===== src/rtl/alu_pkg.sv =====
// Shared opcode constants, controller state encoding and opcode classification helpers
// used by the issue controller and the ALU.
package alu_pkg;

  localparam logic [3:0] OP_NOP    = 4'd0;
  localparam logic [3:0] OP_LD     = 4'd1;
  localparam logic [3:0] OP_ADD    = 4'd2;
  localparam logic [3:0] OP_SUB    = 4'd3;
  localparam logic [3:0] OP_AND    = 4'd4;
  localparam logic [3:0] OP_OR     = 4'd5;
  localparam logic [3:0] OP_XOR    = 4'd6;
  localparam logic [3:0] OP_NOT    = 4'd7;
  localparam logic [3:0] OP_CMP_EQ = 4'd8;
  localparam logic [3:0] OP_CMP_GT = 4'd9;
  localparam logic [3:0] OP_CMP_LT = 4'd10;
  localparam logic [3:0] OP_ST     = 4'd11;

  typedef enum logic [1:0] {
    StIdle,
    StIssue,
    StCapture,
    StResp
  } state_e;

  function automatic logic is_alu_op(logic [3:0] op);
    return (op >= OP_ADD) && (op <= OP_CMP_LT);
  endfunction

  function automatic logic is_cmp_op(logic [3:0] op);
    return (op >= OP_CMP_EQ) && (op <= OP_CMP_LT);
  endfunction

  function automatic logic is_ov_op(logic [3:0] op);
    return (op == OP_ADD) || (op == OP_SUB);
  endfunction

  function automatic logic is_illegal_op(logic [3:0] op);
    return op > OP_ST;
  endfunction

endpackage


===== src/rtl/alu_resp_reg.sv =====
// Response holding register with valid/ready handshake and the retired-instruction counter.
module alu_resp_reg (
  input  logic        clk_i,
  input  logic        rst_i,
  input  logic        load_i,
  input  logic [7:0]  data_i,
  input  logic        cmp_i,
  input  logic        ov_i,
  input  logic        err_i,
  input  logic        ready_i,
  output logic        valid_o,
  output logic [7:0]  data_o,
  output logic        cmp_o,
  output logic        ov_o,
  output logic        err_o,
  output logic [15:0] count_o
);

  logic        valid_q, valid_d;
  logic [7:0]  data_q, data_d;
  logic        cmp_q, cmp_d;
  logic        ov_q, ov_d;
  logic        err_q, err_d;
  logic [15:0] count_q, count_d;

  always_comb begin
    valid_d = valid_q;
    data_d  = data_q;
    cmp_d   = cmp_q;
    ov_d    = ov_q;
    err_d   = err_q;
    count_d = count_q;
    if (load_i) begin
      valid_d = 1'b1;
      data_d  = data_i;
      cmp_d   = cmp_i;
      ov_d    = ov_i;
      err_d   = err_i;
    end else if (valid_q && ready_i) begin
      // Fields stay put after retire; only valid drops.
      valid_d = 1'b0;
      count_d = count_q + 16'd1;
    end
  end

  always_ff @(posedge clk_i) begin
    if (rst_i) begin
      valid_q <= 1'b0;
      data_q  <= 8'h00;
      cmp_q   <= 1'b0;
      ov_q    <= 1'b0;
      err_q   <= 1'b0;
      count_q <= 16'h0000;
    end else begin
      valid_q <= valid_d;
      data_q  <= data_d;
      cmp_q   <= cmp_d;
      ov_q    <= ov_d;
      err_q   <= err_d;
      count_q <= count_d;
    end
  end

  assign valid_o = valid_q;
  assign data_o  = data_q;
  assign cmp_o   = cmp_q;
  assign ov_o    = ov_q;
  assign err_o   = err_q;
  assign count_o = count_q;

endmodule


===== src/rtl/alu_issue_ctrl.sv =====
// Accumulator-style issue controller: accepts one instruction, sequences the ALU through
// ISSUE/CAPTURE, updates the accumulator and holds the response until it is consumed.
module alu_issue_ctrl
  import alu_pkg::*;
(
  input  logic        CLK,
  input  logic        CPU_Reset,
  input  logic        INS_Valid,
  output logic        INS_Ready,
  input  logic [3:0]  INS_OPCode,
  input  logic [7:0]  INS_Operand,
  output logic [3:0]  ALU_OPCode,
  output logic [7:0]  ALU_A,
  output logic [7:0]  ALU_B,
  output logic        COMPARATORREG_EN,
  output logic        OV_EN,
  input  logic [7:0]  ALU_Resoult,
  input  logic        ALU_ComparatorResoult,
  input  logic        ALU_OV,
  output logic        RES_Valid,
  input  logic        RES_Ready,
  output logic [7:0]  RES_Data,
  output logic        RES_Cmp,
  output logic        RES_OV,
  output logic        RES_Err,
  output logic [15:0] INS_Count
);

  state_e     state_q, state_d;
  logic [7:0] acc_q, acc_d;
  logic [3:0] op_q, op_d;
  logic [7:0] opnd_q, opnd_d;

  logic       resp_load;
  logic [7:0] resp_data;
  logic       resp_cmp;
  logic       resp_ov;
  logic       resp_err;

  always_comb begin
    state_d   = state_q;
    acc_d     = acc_q;
    op_d      = op_q;
    opnd_d    = opnd_q;
    resp_load = 1'b0;
    resp_data = 8'h00;
    resp_cmp  = 1'b0;
    resp_ov   = 1'b0;
    resp_err  = 1'b0;
    unique case (state_q)
      StIdle: begin
        if (INS_Valid) begin
          op_d   = INS_OPCode;
          opnd_d = INS_Operand;
          if (is_alu_op(INS_OPCode)) begin
            state_d = StIssue;
          end else begin
            // Direct path: response is ready one edge after accept.
            state_d   = StResp;
            resp_load = 1'b1;
            resp_err  = is_illegal_op(INS_OPCode);
            resp_data = acc_q;
            if (INS_OPCode == OP_LD) begin
              resp_data = INS_Operand;
              acc_d     = INS_Operand;
            end
          end
        end
      end
      StIssue: begin
        state_d = StCapture;
      end
      StCapture: begin
        state_d   = StResp;
        resp_load = 1'b1;
        resp_cmp  = is_cmp_op(op_q) && ALU_ComparatorResoult;
        resp_ov   = is_ov_op(op_q) && ALU_OV;
        if (is_cmp_op(op_q)) begin
          resp_data = acc_q;
        end else begin
          resp_data = ALU_Resoult;
          acc_d     = ALU_Resoult;
        end
      end
      StResp: begin
        if (RES_Valid && RES_Ready) begin
          state_d = StIdle;
        end
      end
      default: state_d = StIdle;
    endcase
  end

  always_ff @(posedge CLK) begin
    if (CPU_Reset) begin
      state_q <= StIdle;
      acc_q   <= 8'h00;
      op_q    <= OP_NOP;
      opnd_q  <= 8'h00;
    end else begin
      state_q <= state_d;
      acc_q   <= acc_d;
      op_q    <= op_d;
      opnd_q  <= opnd_d;
    end
  end

  // Ready is held low while reset is asserted so every output reads 0 under reset.
  assign INS_Ready        = (state_q == StIdle) && !CPU_Reset;
  assign ALU_OPCode       = (state_q == StIssue) ? op_q : OP_NOP;
  assign COMPARATORREG_EN = (state_q == StIssue) && is_cmp_op(op_q);
  assign OV_EN            = (state_q == StIssue) && is_ov_op(op_q);
  assign ALU_A            = acc_q;
  assign ALU_B            = opnd_q;

  alu_resp_reg u_resp (
    .clk_i   (CLK),
    .rst_i   (CPU_Reset),
    .load_i  (resp_load),
    .data_i  (resp_data),
    .cmp_i   (resp_cmp),
    .ov_i    (resp_ov),
    .err_i   (resp_err),
    .ready_i (RES_Ready),
    .valid_o (RES_Valid),
    .data_o  (RES_Data),
    .cmp_o   (RES_Cmp),
    .ov_o    (RES_OV),
    .err_o   (RES_Err),
    .count_o (INS_Count)
  );

endmodule

===== config.mk =====
export PLATFORM = sky130hd
export DESIGN_NAME = alu_issue_ctrl
export DESIGN_NICKNAME = d
export VERILOG_FILES = /design/src/rtl/alu_pkg.sv /design/src/rtl/alu_resp_reg.sv /design/src/rtl/alu_issue_ctrl.sv
export SDC_FILE = /design/constraint.sdc
export NUM_CORES = 1
export LEC_CHECK = 0
export ABC_AREA = 1
export BUFFER_PORTS_ARGS = -buffer_cell sky130_fd_sc_hd__buf_2
export CORE_ASPECT_RATIO = 0.75
export CORE_MARGIN = 1.5
export CORE_UTILIZATION = 52
export CTS_CLUSTER_SIZE = 24
export DETAILED_ROUTE_END_ITERATION = 10
export GPL_ROUTABILITY_DRIVEN = 0
export PLACE_DENSITY = 0.87
export RECOVER_POWER = 25
export SLEW_MARGIN = 5
export SYNTH_ARGS = -nofsm -noshare
export SYNTH_HDL_FRONTEND = slang
export SYNTH_SLANG_ARGS = --single-unit

===== constraint.sdc =====
create_clock -name CLK -period 2 [get_ports CLK]
set_input_delay 0.4 -clock CLK [delete_from_list [all_inputs] [get_ports CLK]]
set_output_delay 0.4 -clock CLK [all_outputs]
set_load 0.02 [all_outputs]

==> out/qor.yml <==
timing:
  fin_hold_ws_ns: 0.3529
  timing.final.ws_setup_ns: 0.1192
  tightest_slew_ns: 0.4088
  tns_ns: 0
  rsz0062_at_grt: "false"
  fmax_mhz: 531.7
  period_share_pct: 94.04
  final-hold-violation-count: 0
  period_needed_ns: 1.881
  slew_headroom_pct: 72.72
  setup_violations: 0
  slew_violations: 0
  finClkSkew_ns: 0.008053
finish:
  layout-drive-gt1-share_pct: 19.31
  diodes: 0
  final_cell_mix: "119 x nand2_1, 52 x inv_1, 52 x buf_2, 50 x dfxtp_1, 39 x a21oi_1"
  fin_util_pct: 65.01
  fillers: 475
  finalNetCount: 523
  layout_commonest_cell: "nand2_1"
  finalNonFillerCells: 564
  area_growth_pct: 17.15
floorplanning:
  initial_core_util_pct: 55.49
  coreArea_um2: 5010
  die_area_um2: 5799
  dieWidth_um: 87.43
  fp.dieH_um: 66.33
  io_pins: 77
  num_rows: 22
power_and_ir_drop:
  p_int_uw: 1850
  seq_power_share_pct: 40.7
  p_sw_share_pct: 43.95
  powerDensity_nw_per_um2: 1014
  p_leak_uw: 0.001558
  combPwrFrac_pct: 41.6
  pwr-share-clk_pct: 17.7
  netSwitchingPower_uw: 1451
  peakVddDrop_v: 0.0006408
drt:
  ant_nets: 0
  drc: 0
  routedWlPerCell_um: 12.83
  vias: 2962
  firstDrtPassIters: 5
  drt-total-wl_mm: 7.238
  vias_per_cell: 5.252
  drt_iter0_drc: 219
cts:
  htreeDepth: 2
  cts_buffer_depth: 2
  clk_pin_slew_worst_paths_ns: 0.09
  clock_latency_ns: 0.30
  clock-sinks: 50
  clockRootBuffer: "clkbuf_8"
  cts_tree: "done"
  numCtsBuffers: 5
place:
  io_buffers: 76
  dp_slack_ns: 0.2237
  hpwl_mm: 5.385
  dp_cells: 557
critical_path:
  setup.worst_path.class: "reg -> out"
  crit_slowest_cell: "dfxtp_1"
  critPathMaxFanout: 5
  cp_common_cell: "inv_1"
  worstPathCellList: "inv_1, ha_1, inv_1, nor4_1, buf_2"
  r2r-start: "state_q[0]$_SDFFE_PP0P_"
  cp-startpoint: "state_q[1]$_SDFFE_PP0P_"
  cp_data_arrival_time_ns: 1.48
  max_stage_delay_ns: 0.35
  critPathTopFamily: "buffers and inverters"
  worst_setup_path_end_kind: "output pin"
  cp_data_required_time_ns: 1.60
  critPathBufInv: 3
  start_kind: "flop"
global_route:
  antenna_found_initial: 0
  grt_pass1_wl_mm: 11.92
  grt.total_usage_pct: 26.00
  gr-total-overflow: 0
  grt_max_degree: 25
  grt_pass1_vias: 2638
yosys:
  synth_nets: 449
  yosysTopAreaCellShare_pct: 36.00
  ys_seq_area_share_pct: 36.00
  yosysWarnings: 0
  synth-seq-cells: 50
  netlist_instances: 418
  synth_area_um2: 2780
  avgSynthCellArea_um2: 6.651
  yosys-top-cells-area: "dfxtp_1 36%, nand2_1 16%, a21oi_1 7.0%, inv_1 7.0%, o21ai_2 5.0%"
  synth_cell_types: 27
  synth_top_cell_by_area: "dfxtp_1"
run_status:
  outcome: "completed"
flow_run:
  maxCapViolations: 0
worst_hold_path:
  min_path_type: "in -> reg"
  hold_path_startpoint: "ALU_OV"
sequential cells by signal, summed over array words and instances, names as in the netlist:
signal          cells
u_resp.count_o     16
ALU_A               8
ALU_B               8
u_resp.data_o       8
op_q                4
state_q             2
u_resp.cmp_o        1
u_resp.err_o        1
u_resp.ov_o         1
u_resp.valid_o      1
cells by family after synthesis:
kind of cell             Yosys count  synth area share [%]
buffers and inverters             72                 11.30
adder cells (fa/ha/maj)            5                 2.250
AO/OA/AOI/OAI                     82                 17.37
XOR/XNOR                           7                 2.205
flip-flops                        50                 36.00
AND/OR/NAND/NOR                  202                 30.87
cells in the mapped netlist, drive strengths merged:
cell and number:
a21oi 40, a31oi 1, buf 11, clkbuf 5, dfxtp 50, ha 5
inv 56, nand2 123, nand3 29, nand4 9, nor2 39, nor3 1
nor4 1, o21ai 41, xnor2 3, xor2 4
metrics by stage:
stage          cell area [µm²]  power, µW
3_5_place_dp              3199       2742
3_3_place_gp              3199       2693
6_report                  3257       3301
2_1_floorplan             2780       2362
5_1_grt                   3257       3527
4_1_cts                   3282       3317
tightest hold or removal path, cell delays in order:
cell and delay, ns:
buf_2 0.10, nand3_1 0.07, a21oi_1 0.05
worst paths after layout:
kind                                                  to  cells past startpoint  slack [ns]
worst min register to register  u_resp.ov_o$_SDFFE_PP0P_                      2        0.47
worst min-delay path            u_resp.ov_o$_SDFFE_PP0P_                      3        0.35
worst max-delay path                               OV_EN                      5        0.12
worst max register to register     ALU_A[6]$_SDFFE_PP0P_                      9        0.18
power groups by stage:
stage	logic [µW]	clock network, µW	registers (µW)
global route	1540	623	1370
global placement	1340	0	1360
detailed placement	1380	0	1360
finish	1370	585	1340
floorplan	846	0	1520
CTS	1390	590	1340
metal layers:
metal	wire (µm)	track usage, %	vias to the layer above	share of wire, %
li1	-	-	1478	-
met1	3410	36.56	1357	47
met2	3172	39.52	114	44
met3	568	5.368	13	7.8
met4	87	8.532	0	1.2
met5	0	0	-	0
layout make-up:
type,instances,area [µm²],share of cell area [%]
timing repair buffer,83,402.9,12.37
clock inverter,2,13.76,0.4226
multi-input combinational,296,1470,45.14
inverter,56,210.2,6.454
clock buffer,5,68.82,2.113
sequential,50,1001,30.73
tap,72,90.09,2.766
timing repair:
action,in CTS,in global routing
hold endpoints to repair,0,0
endpoints found under the setup margin,0,1
setup buffers,0,0
hold buffers,0,0
resized for setup,0,1
Power figures use the tool's default switching activity.
